**src/rtl/uart_rx_os.sv**
```systemverilog
// Oversampling UART receiver: configurable data width, parity and stop bits.
// Each bit is decided by a 3-sample majority vote near mid-bit.
module uart_rx_os #(
  parameter int p_data_bits  = 8,
  parameter int p_parity     = 2,
  parameter int p_stop_bits  = 1,
  parameter int p_oversample = 16
) (
  input  logic                   w_baud_clk,
  input  logic                   i_rst,
  input  logic                   i_rx,
  input  logic                   i_ready,
  output logic                   o_valid,
  output logic [p_data_bits-1:0] o_data,
  output logic                   o_perr,
  output logic                   o_ferr,
  output logic                   o_break,
  output logic                   o_overrun,
  output logic                   o_busy
);

  localparam int CW = $clog2(p_oversample);
  localparam int IW = $clog2(p_data_bits + 1);
  localparam logic [CW-1:0] C_MAX     = CW'(p_oversample - 1);
  // Registered c equals p_oversample/2 on the edge where it advances to p_oversample/2+1.
  localparam logic [CW-1:0] C_VOTE    = CW'(p_oversample / 2);
  localparam logic [IW-1:0] LAST_DATA = IW'(p_data_bits - 1);
  localparam logic [IW-1:0] LAST_STOP = IW'(p_stop_bits - 1);

  typedef enum logic [2:0] {
    S_IDLE, S_START, S_DATA, S_PARITY, S_STOP, S_WAIT_HIGH
  } state_t;

  state_t                 state;
  logic                   rx_meta, rx_sync;
  logic [1:0]             hist;
  logic [CW-1:0]          c;
  logic [IW-1:0]          bit_idx;
  logic [p_data_bits-1:0] data_r;
  logic                   par_r, perr_r, ferr_r, brk_r;
  logic                   vote, vote_edge, brk_first, brk_now, ferr_now;

  assign vote      = (hist[1] & hist[0]) | (hist[1] & rx_sync) | (hist[0] & rx_sync);
  assign vote_edge = (c == C_VOTE);
  assign brk_first = (data_r == '0) && ((p_parity == 0) || !par_r) && !vote;
  assign brk_now   = (bit_idx == '0) ? brk_first : brk_r;
  assign ferr_now  = ferr_r | !vote;

  // Handshake: o_valid with o_data/o_perr/o_ferr/o_break is one frame, held
  // stable until an edge with o_valid && i_ready, which consumes it.
  always_ff @(posedge w_baud_clk or negedge i_rst) begin
    if (!i_rst) begin
      state     <= S_IDLE;
      rx_meta   <= 1'b1;
      rx_sync   <= 1'b1;
      hist      <= 2'b11;
      c         <= '0;
      bit_idx   <= '0;
      data_r    <= '0;
      par_r     <= 1'b0;
      perr_r    <= 1'b0;
      ferr_r    <= 1'b0;
      brk_r     <= 1'b0;
      o_valid   <= 1'b0;
      o_data    <= '0;
      o_perr    <= 1'b0;
      o_ferr    <= 1'b0;
      o_break   <= 1'b0;
      o_overrun <= 1'b0;
      o_busy    <= 1'b0;
    end else begin
      rx_meta <= i_rx;
      rx_sync <= rx_meta;
      hist    <= {hist[0], rx_sync};

      if (state == S_IDLE) c <= '0;
      else                 c <= (c == C_MAX) ? '0 : c + 1'b1;

      if (o_valid && i_ready) begin
        o_valid   <= 1'b0;
        o_overrun <= 1'b0;
      end

      case (state)
        S_IDLE: begin
          if (!rx_sync) begin
            state  <= S_START;
            o_busy <= 1'b1;
          end
        end
        S_START: begin
          if (vote_edge) begin
            if (vote) begin
              state  <= S_IDLE;
              o_busy <= 1'b0;
            end else begin
              state   <= S_DATA;
              bit_idx <= '0;
              par_r   <= 1'b0;
              perr_r  <= 1'b0;
              ferr_r  <= 1'b0;
              brk_r   <= 1'b0;
            end
          end
        end
        S_DATA: begin
          if (vote_edge) begin
            data_r <= {vote, data_r[p_data_bits-1:1]};
            if (bit_idx == LAST_DATA) begin
              bit_idx <= '0;
              state   <= (p_parity != 0) ? S_PARITY : S_STOP;
            end else begin
              bit_idx <= bit_idx + 1'b1;
            end
          end
        end
        S_PARITY: begin
          if (vote_edge) begin
            par_r  <= vote;
            perr_r <= (^data_r) ^ vote ^ (p_parity == 1);
            state  <= S_STOP;
          end
        end
        S_STOP: begin
          if (vote_edge) begin
            if (bit_idx == '0) brk_r <= brk_first;
            if (!vote) ferr_r <= 1'b1;
            if (bit_idx == LAST_STOP) begin
              // A frame arriving while one is still held is dropped, not queued.
              if (!o_valid || i_ready) begin
                o_valid <= 1'b1;
                o_data  <= brk_now ? '0 : data_r;
                o_perr  <= perr_r;
                o_ferr  <= ferr_now;
                o_break <= brk_now;
              end else begin
                o_overrun <= 1'b1;
              end
              if (brk_now) begin
                state <= S_WAIT_HIGH;
              end else begin
                state  <= S_IDLE;
                o_busy <= 1'b0;
              end
            end else begin
              bit_idx <= bit_idx + 1'b1;
            end
          end
        end
        S_WAIT_HIGH: begin
          if (rx_sync) begin
            state  <= S_IDLE;
            o_busy <= 1'b0;
          end
        end
        default: begin
          state  <= S_IDLE;
          o_busy <= 1'b0;
        end
      endcase
    end
  end

endmodule

```
**config.mk**
```make
export PLATFORM = sky130hd
export DESIGN_NAME = uart_rx_os
export DESIGN_NICKNAME = d
export VERILOG_FILES = /design/src/rtl/uart_rx_os.sv
export SDC_FILE = /design/constraint.sdc
export NUM_CORES = 1
export LEC_CHECK = 0
export ABC_AREA = 0
export BUFFER_PORTS_ARGS = -buffer_cell sky130_fd_sc_hd__buf_4
export CAP_MARGIN = 20
export CORE_MARGIN = 2
export CORE_UTILIZATION = 49
export CTS_BUF_LIST = sky130_fd_sc_hd__clkbuf_8
export CTS_CLUSTER_SIZE = 8
export DETAILED_ROUTE_END_ITERATION = 12
export HOLD_SLACK_MARGIN = 0.1
export PLACE_DENSITY = 0.7
export SLEW_MARGIN = 20
export SYNTH_ARGS = -nofsm -noshare
export SYNTH_HDL_FRONTEND = slang
export SYNTH_SLANG_ARGS = --single-unit
```
**constraint.sdc**
```tcl
create_clock -name w_baud_clk -period 4.8 [get_ports w_baud_clk]
set_clock_uncertainty 0.15 [all_clocks]
set_input_delay 0.96 -clock w_baud_clk [delete_from_list [all_inputs] [get_ports w_baud_clk]]
set_output_delay 0.96 -clock w_baud_clk [all_outputs]
set_load 0.005 [all_outputs]
```
==> qor.yml <==
status:
  status: "finished clean"
clocking:
  cts_tree: "yes"
  cts_root_buffer: "clkbuf_8"
  worst_skew_pair.late_latency_ps: 300
  postCtsSetupRepairBufs: 0
  clock_sinks: 41
  clockBufferDepth: 2
  holdBufCountCts: 0
  post_cts_resized: 0
  path_clk_slew_ps: 80
  htreeDepth: 2
  cts_made_buffers: 5
drt:
  drt_wl_total_um: 3660
  drtPass1Iterations: 4
  drc: 0
  drt_iter0_markers: 132
  vias: 1470
  postRouteAntennaNets: 0
  wl_per_cell_um: 13.6
  vias_per_cell: 5.46
min_path:
  hp-class: "reg -> reg"
place:
  dp.cells: 261
  dp_hpwl_um: 2620
  numPortBuffers: 17
  gp_congestion: 0.800
grt:
  overflow: 0
  met1_usage_pct: 27.4
  grt_first_pass_wirelength_um: 6560
  busiest_layer: "met1"
  use_met3_pct: 6.09
  grtUsageMet2_pct: 27.1
  grt_pass1_vias: 1393
  antenna_found_initial: 0
  grt_max_degree: 42
  grt.total_usage_pct: 19.1
yosys:
  syn_area_sq_mm: 0.00203
  synth_cells: 202
  synth-edff-count: 0
  ys_top_cells_by_count: "dfrtp_1, o21ai_0, nand2_1"
  ys.flop_type: "dfrtp_1"
  synth.area.top_cells: "dfrtp_1, dfstp_2, o21ai_0"
  synth_top_family_by_area: "compound AO/OA/AOI/OAI gates"
  synth_top_cell_by_area: "dfrtp_1"
  syn-num-nets: 214
  synth.lib_cells_used.distinct: 49
  yosysMostFrequentCell: "dfrtp_1"
  synthSimpleGateAreaFrac_pct: 17.4
  syn_avg_cell_area_sq_um: 10.0
  yosys_warnings: 0
  netlist.area_leader.share_pct: 45.7
  ys_ff_latch: 41
  synth-seq-area-share_pct: 50.9
  synthXorXnorAreaFrac_pct: 2.16
  synthAdderAreaFrac_pct: 5.62
  synth-compound-area-share_pct: 17.9
  ys_async_sr_fraction_pct: 100
  muxShareOfSynthArea_pct: 1.11
timing:
  fin_crit_sh_pct: 46.8
  setup_tns_ps: 0
  slew_viol_final: 0
  hold_viol: 0
  setup_viol: 0
  fin_crit_ps: 2240
  max-slew-margin-rel_pct: 62.5
  worst_pin_slew_ps: 558
  rsz0062_at_grt: "no"
  max_freq_mhz: 446
floorplan:
  pin_count: 18
  rows: 23
  core_sq_mm: 0.00400
  start_util_pct: 50.6
  die_h_um: 68.3
  die_width_um: 68.3
  dieArea_sq_mm: 0.00466
critical_path:
  cp_data_arrival_time_ps: 2330
  crit_type: "reg -> reg"
  cp_max_fo: 13
  endpoint_kind: "register"
  critPathRequiredTime_ps: 4890
  cp-start-kind: "register"
final_layout:
  n_antenna_cell: 0
  stdcell_count: 269
  syn_to_final_growth_pct: 13.3
  drive_gt1_share_pct: 16.9
  fillCellCount: 356
  nNetsFinal: 230
pwr:
  p_total_uw: 875
  p_leak_nw: 1.04
  vdd_ir_drop_max_mv: 0.276
  power_per_cell_area_mw_per_mm2: 381
run:
  max_cap_viol_count: 0
[critical path: stages, from the launching register on]
cell      delay [ps]
dfrtp_1          420
inv_1             70
ha_1             170
nor3b_1          380
nand4_1          230
nand2b_4         270
nor2_2           300
a22o_1           190
[layout by cell type, fill, tap and decap left out, types with 2 or more instances in the layout]
cell,n
dfrtp_1,37
o21ai_0,21
nand2_1,20
inv_1,17
buf_4,17
nor2_1,11
a21oi_1,10
a22o_1,9
ha_1,8
nor3_1,6
xnor2_1,5
clkbuf_8,5
nand2b_1,4
dfstp_2,4
nor2b_1,3
nor3b_1,3
nand3b_1,2
mux2_2,2
nand3_1,2
o31ai_1,2
[registers in the layout, indices dropped and copies added, names as in the netlist]
| name | cells |
|---|---|
| rx_meta | 1 |
| o_break | 1 |
| brk_r | 1 |
| perr_r | 1 |
| data_r | 8 |
| state | 3 |
| ferr_r | 1 |
| bit_idx | 4 |
| o_busy | 1 |
| o_overrun | 1 |
| hist | 2 |
| o_ferr | 1 |
| o_data | 8 |
| rx_sync | 1 |
| par_r | 1 |
| o_perr | 1 |
| o_valid | 1 |
| c | 4 |
[worst paths after layout]
check,from,end,slack [ps],cells past startpoint
worst max-delay path,bit_idx[0],o_data[1],2560,7
worst min-delay path,rx_meta,rx_sync,210,0
worst max register to register,bit_idx[0],o_data[1],2560,7
worst min register to register,rx_meta,rx_sync,210,0
max in group asynchronous,i_rst,hist[1],3660,1
min in group asynchronous,i_rst,bit_idx[1],470,1
[stage by stage]
stage	hold slack [ps]	setup WS (ps)	area [sq um]	util [%]
after floorplan	195	2900	2030	-
after global placement	196	2720	2180	54.5
after detailed placement	198	2590	2180	54.5
after CTS	210	2570	2290	57.4
after global routing	217	2300	2290	57.4
final	209	2560	2290	57.4
[cell type report]
type / count / area (sq um) / share of cell area (%)
flip-flops and latches: 41 / 1030 / 44.9
multi-input cells: 136 / 895 / 39.0
repair buffers: 17 / 128 / 5.56
clock buffers: 5 / 68.8 / 3.00
inverters: 17 / 63.8 / 2.78
well taps: 50 / 62.6 / 2.73
clock inverters: 3 / 46.3 / 2.02
[kinds of logic (layout without fill, tap and decap cells)]
logic type | after synthesis | count (layout)
compound gates | 55 | 55
mux | 2 | 2
xor+xnor | 5 | 5
buf+inv | 25 | 42
fa+ha+maj | 9 | 9
flops | 41 | 41
simple gates | 65 | 65
[metal layers]
metal	part of all wire, %	routed length (um)
met1	52	1900
met2	43	1570
met3	3.7	134
met4	1.5	55
met5	0	0
[where the power goes]
| group | total (mW) | switching, mW | internal (mW) | leakage (nW) |
|---|---|---|---|---|
| combinational | 0.176 | 0.0948 | 0.0808 | 0.445 |
| clock | 0.280 | 0.125 | 0.156 | 0.0543 |
| sequential | 0.419 | 0.0474 | 0.372 | 0.540 |
| total | 0.875 | 0.267 | 0.608 | 1.04 |
Note: power is estimated with default switching activity, not from simulation.
